**config.mk**
```make
export PLATFORM = sky130hd
export DESIGN_NAME = serial_signed_subtractor
export DESIGN_NICKNAME = d
export VERILOG_FILES = /design/src/rtl/serial_signed_subtractor.sv
export SDC_FILE = /design/constraint.sdc
export NUM_CORES = 1
export LEC_CHECK = 0
export CAP_MARGIN = 20
export CORE_ASPECT_RATIO = 0.7
export CORE_MARGIN = 5
export CORE_UTILIZATION = 45
export DETAILED_ROUTE_END_ITERATION = 10
export PLACE_DENSITY_LB_ADDON = 0.05
export SLEW_MARGIN = 0
export SYNTH_ARGS = -nofsm -noshare
export SYNTH_HDL_FRONTEND = slang
export SYNTH_SLANG_ARGS = --single-unit
```
**constraint.sdc**
```tcl
create_clock -name CLK -period 1.82 [get_ports CLK]
set_clock_uncertainty 0.05 [all_clocks]
set_input_delay 0.182 -clock CLK [delete_from_list [all_inputs] [get_ports CLK]]
set_output_delay 0.182 -clock CLK [all_outputs]
set_load 0.1 [all_outputs]
```
**src/rtl/serial_signed_subtractor.sv**
```systemverilog
// Bit-serial two's-complement subtractor: DIFF = A - B - BORROW_IN, one full-adder
// slice per clock, computed as A + ~B + ~BORROW_IN with a START/BUSY/DONE handshake.
module serial_signed_subtractor #(
   parameter int WIDTH = 8
) (
   input  logic             CLK,
   input  logic             RST,
   input  logic             START,
   input  logic [WIDTH-1:0] A,
   input  logic [WIDTH-1:0] B,
   input  logic             BORROW_IN,
   output logic             BUSY,
   output logic             DONE,
   output logic [WIDTH-1:0] DIFF,
   output logic             BORROW,
   output logic             OVERFLOW
);

   localparam int CW = $clog2(WIDTH);
   localparam logic [CW-1:0] LAST_BIT = CW'(WIDTH - 1);

   typedef enum logic [1:0] {
      ST_IDLE  = 2'd0,
      ST_SHIFT = 2'd1,
      ST_DONE  = 2'd2
   } state_t;

   // One full-adder slice; returns {carry_out, sum}.
   function automatic logic [1:0] full_add(input logic x, input logic y, input logic ci);
      logic s;
      logic co;
      s  = x ^ y ^ ci;
      co = (x & y) | (x & ci) | (y & ci);
      return {co, s};
   endfunction

   state_t           state_q, state_d;
   logic [WIDTH-1:0] a_q, a_d;
   logic [WIDTH-1:0] b_q, b_d;
   logic [WIDTH-1:0] res_q, res_d;
   logic             c_q, c_d;
   logic [CW-1:0]    cnt_q, cnt_d;
   logic [WIDTH-1:0] diff_q, diff_d;
   logic             borrow_q, borrow_d;
   logic             overflow_q, overflow_d;
   logic             busy_q, busy_d;
   logic             done_q, done_d;
   logic [1:0]       slice_s;
   logic [WIDTH-1:0] res_next_s;

   // Current slice: operands are rotated so bit i of each sits at position 0.
   always_comb begin
      slice_s    = full_add(a_q[0], ~b_q[0], c_q);
      res_next_s = {slice_s[0], res_q[WIDTH-1:1]};
   end

   // Next-state, datapath and registered-output logic.
   always_comb begin
      state_d    = state_q;
      a_d        = a_q;
      b_d        = b_q;
      res_d      = res_q;
      c_d        = c_q;
      cnt_d      = cnt_q;
      diff_d     = diff_q;
      borrow_d   = borrow_q;
      overflow_d = overflow_q;
      case (state_q)
         ST_IDLE, ST_DONE: begin
            if (START) begin
               a_d     = A;
               b_d     = B;
               c_d     = ~BORROW_IN;
               cnt_d   = {CW{1'b0}};
               res_d   = {WIDTH{1'b0}};
               state_d = ST_SHIFT;
            end else begin
               state_d = ST_IDLE;
            end
         end
         ST_SHIFT: begin
            // Rotating (not shifting) keeps the operand MSBs at bit 0 on the last slice.
            a_d   = {a_q[0], a_q[WIDTH-1:1]};
            b_d   = {b_q[0], b_q[WIDTH-1:1]};
            res_d = res_next_s;
            c_d   = slice_s[1];
            cnt_d = cnt_q + {{(CW-1){1'b0}}, 1'b1};
            if (cnt_q == LAST_BIT) begin
               diff_d     = res_next_s;
               borrow_d   = ~slice_s[1];
               overflow_d = (a_q[0] != b_q[0]) && (slice_s[0] != a_q[0]);
               state_d    = ST_DONE;
            end else begin
               state_d = ST_SHIFT;
            end
         end
         default: begin
            state_d = ST_IDLE;
         end
      endcase
      busy_d = (state_d == ST_SHIFT);
      done_d = (state_d == ST_DONE);
   end

   // State and datapath registers with asynchronous reset.
   always_ff @(posedge CLK or posedge RST) begin
      if (RST) begin
         state_q    <= ST_IDLE;
         a_q        <= {WIDTH{1'b0}};
         b_q        <= {WIDTH{1'b0}};
         res_q      <= {WIDTH{1'b0}};
         c_q        <= 1'b0;
         cnt_q      <= {CW{1'b0}};
         diff_q     <= {WIDTH{1'b0}};
         borrow_q   <= 1'b0;
         overflow_q <= 1'b0;
         busy_q     <= 1'b0;
         done_q     <= 1'b0;
      end else begin
         state_q    <= state_d;
         a_q        <= a_d;
         b_q        <= b_d;
         res_q      <= res_d;
         c_q        <= c_d;
         cnt_q      <= cnt_d;
         diff_q     <= diff_d;
         borrow_q   <= borrow_d;
         overflow_q <= overflow_d;
         busy_q     <= busy_d;
         done_q     <= done_d;
      end
   end

   assign BUSY     = busy_q;
   assign DONE     = done_q;
   assign DIFF     = diff_q;
   assign BORROW   = borrow_q;
   assign OVERFLOW = overflow_q;

endmodule
```
Yosys cells after proc, flatten, opt, wreduce, memory -nomap -nowiden
Index checks and enable logic that the tools add are counted.
W data, S select, Z words.
{ "totals": {"ff_bits": 42, "latch_bits": 0, "ramBits": 0, "rom_bits": 0, "inputBits": 20, "output_inout_bits": 12, "wordCells": 49, "n_memories": 0} }
{ "classes": {"add_sub_neg": 1, "multipliers": 0, "div": 0, "n_lt_le_gt_ge": 0, "eq_ne": 8, "n_shift": 0, "mux": 13, "bitwise_logic": 10, "reduce_logical": 6} }
{ "ops": {"columns": ["cell", "count"], "rows": [
  ["$pmux W8 S2", 3],
  ["$mux W8", 3],
  ["$pmux W3 S2", 1],
  ["$eq A2 B1 Y1 const B", 2],
  ["$eq A2 B2 Y1 const B", 2],
  ["$pmux W2 S2", 1],
  ["$reduce_and A2 Y1", 2],
  ["$add A3 B1 Y3 const B", 1],
  ["$and A1 B1 Y1", 3],
  ["$eq A3 B3 Y1 const B", 1],
  ["$mux W3", 1],
  ["$not A1 Y1", 3],
  ["$logic_not A2 Y1", 1],
  ["$mux W1", 2],
  ["$mux W2", 1],
  ["$ne A1 B1 Y1", 2],
  ["$ne A2 B2 Y1 const B", 1],
  ["$or A1 B1 Y1", 2],
  ["$pmux W1 S2", 1],
  ["$reduce_bool A2 Y1", 1],
  ["$reduce_or A2 Y1", 1],
  ["$xor A1 B1 Y1", 2],
  ["$logic_and A1 B1 Y1", 1]
]} }

Logic depth before layout (Yosys ltp)
{ "logic_depth": {"word_depth": 5, "mapped_depth": 6, "depth_no_buf": 5} }

Worst setup path before layout
Ideal clock, no wire load.
{ "synth_path": {"path_type": "register -> register", "from": "register cnt_q[0]", "to": "register borrow_q, in the netlist BORROW", "setup_time_ps": 128, "t_arrival_ps": 1479, "required_ps": 1642, "path_slack_ps": 163, "path_stages_with_launch": 6, "path_buffers": 1, "synth_period_minus_slack_ps": 1657, "cell_sequence": "dfrtp_1 ha_1 ha_1 nand3b_1 buf_2 mux2_1"} }
{ "synth_via": {"elab_chain_cells": 2} }
{ "synth_rtl": {"columns": ["element", "line", "rtl"], "rows": [
  ["start, declared", "42", "logic [CW-1:0] cnt_q, cnt_d;"],
  ["start signal, assigned", "113", "cnt_q <= {CW{1'b0}};"],
  ["start signal, assigned", "125", "cnt_q <= cnt_d;"],
  ["$eq A3 B3 Y1", "88", "if (cnt_q == LAST_BIT) begin"],
  ["$reduce_and A2 Y1 (no source line)", null, null],
  ["end signal, assigned", "127", "borrow_q <= borrow_d;"],
  ["end, declared", "44", "logic borrow_q, borrow_d;"]
]} }
Every way passes these cells.
A chain may end at the register's enable or synchronous reset.

Worst setup path in the final report
{ "layout_path": {"from": "register a_q[0]", "to": "register overflow_q, in the netlist OVERFLOW"} }
{ "layout_via": {"elab_chain_cells": 4, "elab_cells_between_ends": 5, "cone_classes": "2 x eq/ne; 2 x bitwise; 1 x reduce/logical"} }
{ "layout_rtl": {"columns": ["element", "line", "rtl"], "rows": [
  ["start, declared", "38", "logic [WIDTH-1:0] a_q, a_d;"],
  ["start signal, assigned", "109", "a_q <= {WIDTH{1'b0}};"],
  ["$xor A1 B1 Y1 (2 in a row)", "32", "s = x ^ y ^ ci;"],
  ["$ne A1 B1 Y1", "91", "overflow_d = (a_q[0] != b_q[0]) && (slice_s[0] != a_q[0]);"],
  ["$logic_and A1 B1 Y1 *", "91", null],
  ["end signal, assigned", "128", "overflow_q <= overflow_d;"],
  ["end, declared", "45", "logic overflow_q, overflow_d;"]
]} }
Mark *: on every way between the ends. The rest lies on a longest branch, timed or not.

==> results.py <==
metrics = {
    "global_route": {
        "grt_pass1_wl_um": 5290,
        "globalRouteOverflowTotal": 0,
        "grt_antenna_before_repair": 0,
        "grt_pass1_vias": 1164,
        "groute.usage.overall_pct": 14.5,
        "grt_start_max_net_pins": 42,
    },
    "floorplan": {
        "top_ports": 32,
        "floorplan.die.height_um": 60.7,
        "die_x_um": 82.5,
        "num_rows": 18,
        "core_area_um2": 3540,
        "die_area_um2": 5010,
        "initial_core_util_pct": 46.8,
    },
    "clock_network": {
        "clock-sinks": 41,
        "cts.hold.buffers_added": 0,
        "cts.reportedPaths.clkPinSlew_ps": 70,
        "clock_insertion_delay_worst_skew_ps": 290,
        "cts_root_buffer": "sky130_fd_sc_hd__clkbuf_8",
        "htree_num_levels": 2,
        "postCtsSetupBuffers": 0,
        "cts-buffers-inserted": 5,
        "ctsResizeCount": 0,
        "tritoncts": "built",
        "cts_max_path_buffers": 2,
    },
    "synth": {
        "ys_ff_latch": 41,
        "post_synth.cell_area_avg_um2": 11.9,
        "syn-instance-count": 139,
        "synth_top_area_share_pct": 62.0,
        "synthTopCellsByArea": "sky130_fd_sc_hd__dfrtp_1, sky130_fd_sc_hd__o22ai_1, sky130_fd_sc_hd__mux2_1, sky130_fd_sc_hd__a21oi_1, sky130_fd_sc_hd__inv_1",
        "synth.yosys.warnings": 0,
        "synth.largest_area_cell": "sky130_fd_sc_hd__dfrtp_1",
        "post_synth_instance_area_um2": 1650,
        "synthDistinctLibCells": 22,
        "synth_fp_nets": 163,
        "seq_total_area_yosys_pct": 62.0,
    },
    "routing": {
        "vias": 1146,
        "avgViaCountPerCell": 5.12,
        "wl_per_cell_um": 13.9,
        "post-route-drc-count": 0,
        "drt-pass1-iter-count": 4,
        "drt-total-wl_um": 3110,
        "dr.first_iter.drc_count": 57,
        "antenna_violating_nets_post_route": 0,
    },
    "placed_design": {
        "buffer_ports.inserted": 31,
        "placedInstanceArea_um2": 1990,
        "place.gp.congestion": 0.727,
        "post-dp-hpwl_um": 2110,
        "placed_cells": 217,
    },
    "sta": {
        "period_minus_slack_ps": 1620,
        "worstMarginPinSlew_ps": 583,
        "maxClockFrequency_ghz": 0.618,
        "timing.final.crit_share_pct": 88.9,
        "timing.final.hold_violations": 0,
        "slew_violations": 0,
        "setup_violations": 0,
        "timing.slew.headroom_pct": 61.1,
        "setup-tns-final_ps": 0,
        "grt_setup_unrepaired": "no",
        "fin_hold_ws_ps": 274,
    },
    "finish": {
        "insertedDiodeCount": 0,
        "area_growth_syn_to_layout_pct": 25.6,
        "stdcell_count": 224,
        "post_route_cells_drive_above_1_share_pct": 13.8,
        "fin_nets": 198,
        "post_route_standard_cell_area_excluding_fillers_um2": 2080,
    },
    "critical_path": {
        "setup.worst_path.start_class": "flop",
        "critPathCaptureType": "flop",
        "cpMaxStageDelayCell": "sky130_fd_sc_hd__fa_1",
        "cp_data_required_time_ps": 1960,
        "worstPathBufferInverterCount": 1,
        "worst-endpoint-arrival_ps": 1760,
        "timing.critical_path.cells": "inv_1 -> fa_1 -> xor2_1 -> o31ai_1",
        "critPathTopFamily": "adder cells",
        "critPathMaxFanout": 4,
        "critical_path_type": "reg2reg",
        "max_stage_delay_ps": 550,
    },
    "run": {
        "cap_viol_max_count": 0,
    },
    "min_path": {
        "hp-class": "in2async",
    },
    "outcome": {
        "outcome": "finished clean",
    },
}
cell families after synthesis:
group,synth area share [%]
buf+inv,7.64
compound gates,17.9
flops,62.0
fa+ha+maj,3.48
xor+xnor,0.530
simple gates,3.03
mux,5.45
area by class of cell:
class,instances,area (µm²)
clock buffer,7,86.3
fill,314,1460
timing repair buffer,37,325
tap,50,62.6
multi-input combinational,69,502
sequential,41,1030
inverter,20,75.1
stage by stage:
step	worst slack, ps	util, %
2_1_floorplan	163	-
3_3_place_gp	210	56.3
3_5_place_dp	180	56.3
4_1_cts	186	58.7
5_1_grt	83.9	58.7
6_report	203	58.7
state kept, by name, summed over array words and instances, names as in the netlist:
register  cells
res_q         7
b_q           8
a_q           8
BORROW        1
c_q           1
state_q       2
OVERFLOW      1
DONE          1
BUSY          1
DIFF          8
cnt_q         3
synth_stat cells:
cell                        number
sky130_fd_sc_hd__nand3b_1        1
sky130_fd_sc_hd__fa_1            1
sky130_fd_sc_hd__mux2_1          8
sky130_fd_sc_hd__buf_6           2
sky130_fd_sc_hd__o2bb2ai_1       1
sky130_fd_sc_hd__xor2_1          1
sky130_fd_sc_hd__a22o_1          8
sky130_fd_sc_hd__dfrtp_1        41
sky130_fd_sc_hd__inv_1          20
sky130_fd_sc_hd__nor2b_1         1
sky130_fd_sc_hd__nand2_1         2
sky130_fd_sc_hd__nand2b_1        2
sky130_fd_sc_hd__a21oi_1        16
sky130_fd_sc_hd__clkbuf_1        5
sky130_fd_sc_hd__buf_2           2
sky130_fd_sc_hd__and2_1          1
sky130_fd_sc_hd__o31ai_1         1
sky130_fd_sc_hd__ha_1            3
sky130_fd_sc_hd__o21ai_1         4
sky130_fd_sc_hd__o22ai_1        16
sky130_fd_sc_hd__o221ai_1        1
sky130_fd_sc_hd__nand3_1         2
routing by layer:
layer  vias up  GRT usage [%]  routed length (µm)
li1        551              -                   -
met4         0           5.69                  48
met3         6           6.08                 165
met5         -              0                   0
met2        21           21.5                1380
met1       568           19.0                1520
path summary, 6_finish.rpt:
path | startpoint | to | slack, ps | depth (start not counted)
worst max-delay path | a_q[0] | OVERFLOW | 200 | 4
worst min register to register | DIFF[4] | DIFF[4] | 440 | 1
max in group asynchronous | RST | res_q[7] | 1090 | 3
worst min-delay path | RST | a_q[2] | 270 | 3
min in group CLK | DIFF[4] | DIFF[4] | 440 | 1
worst max register to register | a_q[0] | OVERFLOW | 200 | 4
worst min-delay path, stage by stage:
cell and delay, ps:
sky130_fd_sc_hd__clkdlybuf4s50_1 400, sky130_fd_sc_hd__inv_1 50, sky130_fd_sc_hd__buf_4 430
cells in the final DEF, fill, tap and decap left out, drive strengths merged, types with 2 or more instances in the layout:
cell,count
nand2b,2
buf,18
nand3,2
o22ai,16
a22o,8
o21ai,4
ha,3
clkbuf,7
inv,20
a21oi,16
clkdlybuf4s50,19
mux2,8
nand2,2
dfrtp,41
Power is not shown: default switching activity piles up to over one toggle a cycle in this logic, so the estimate is an artifact.
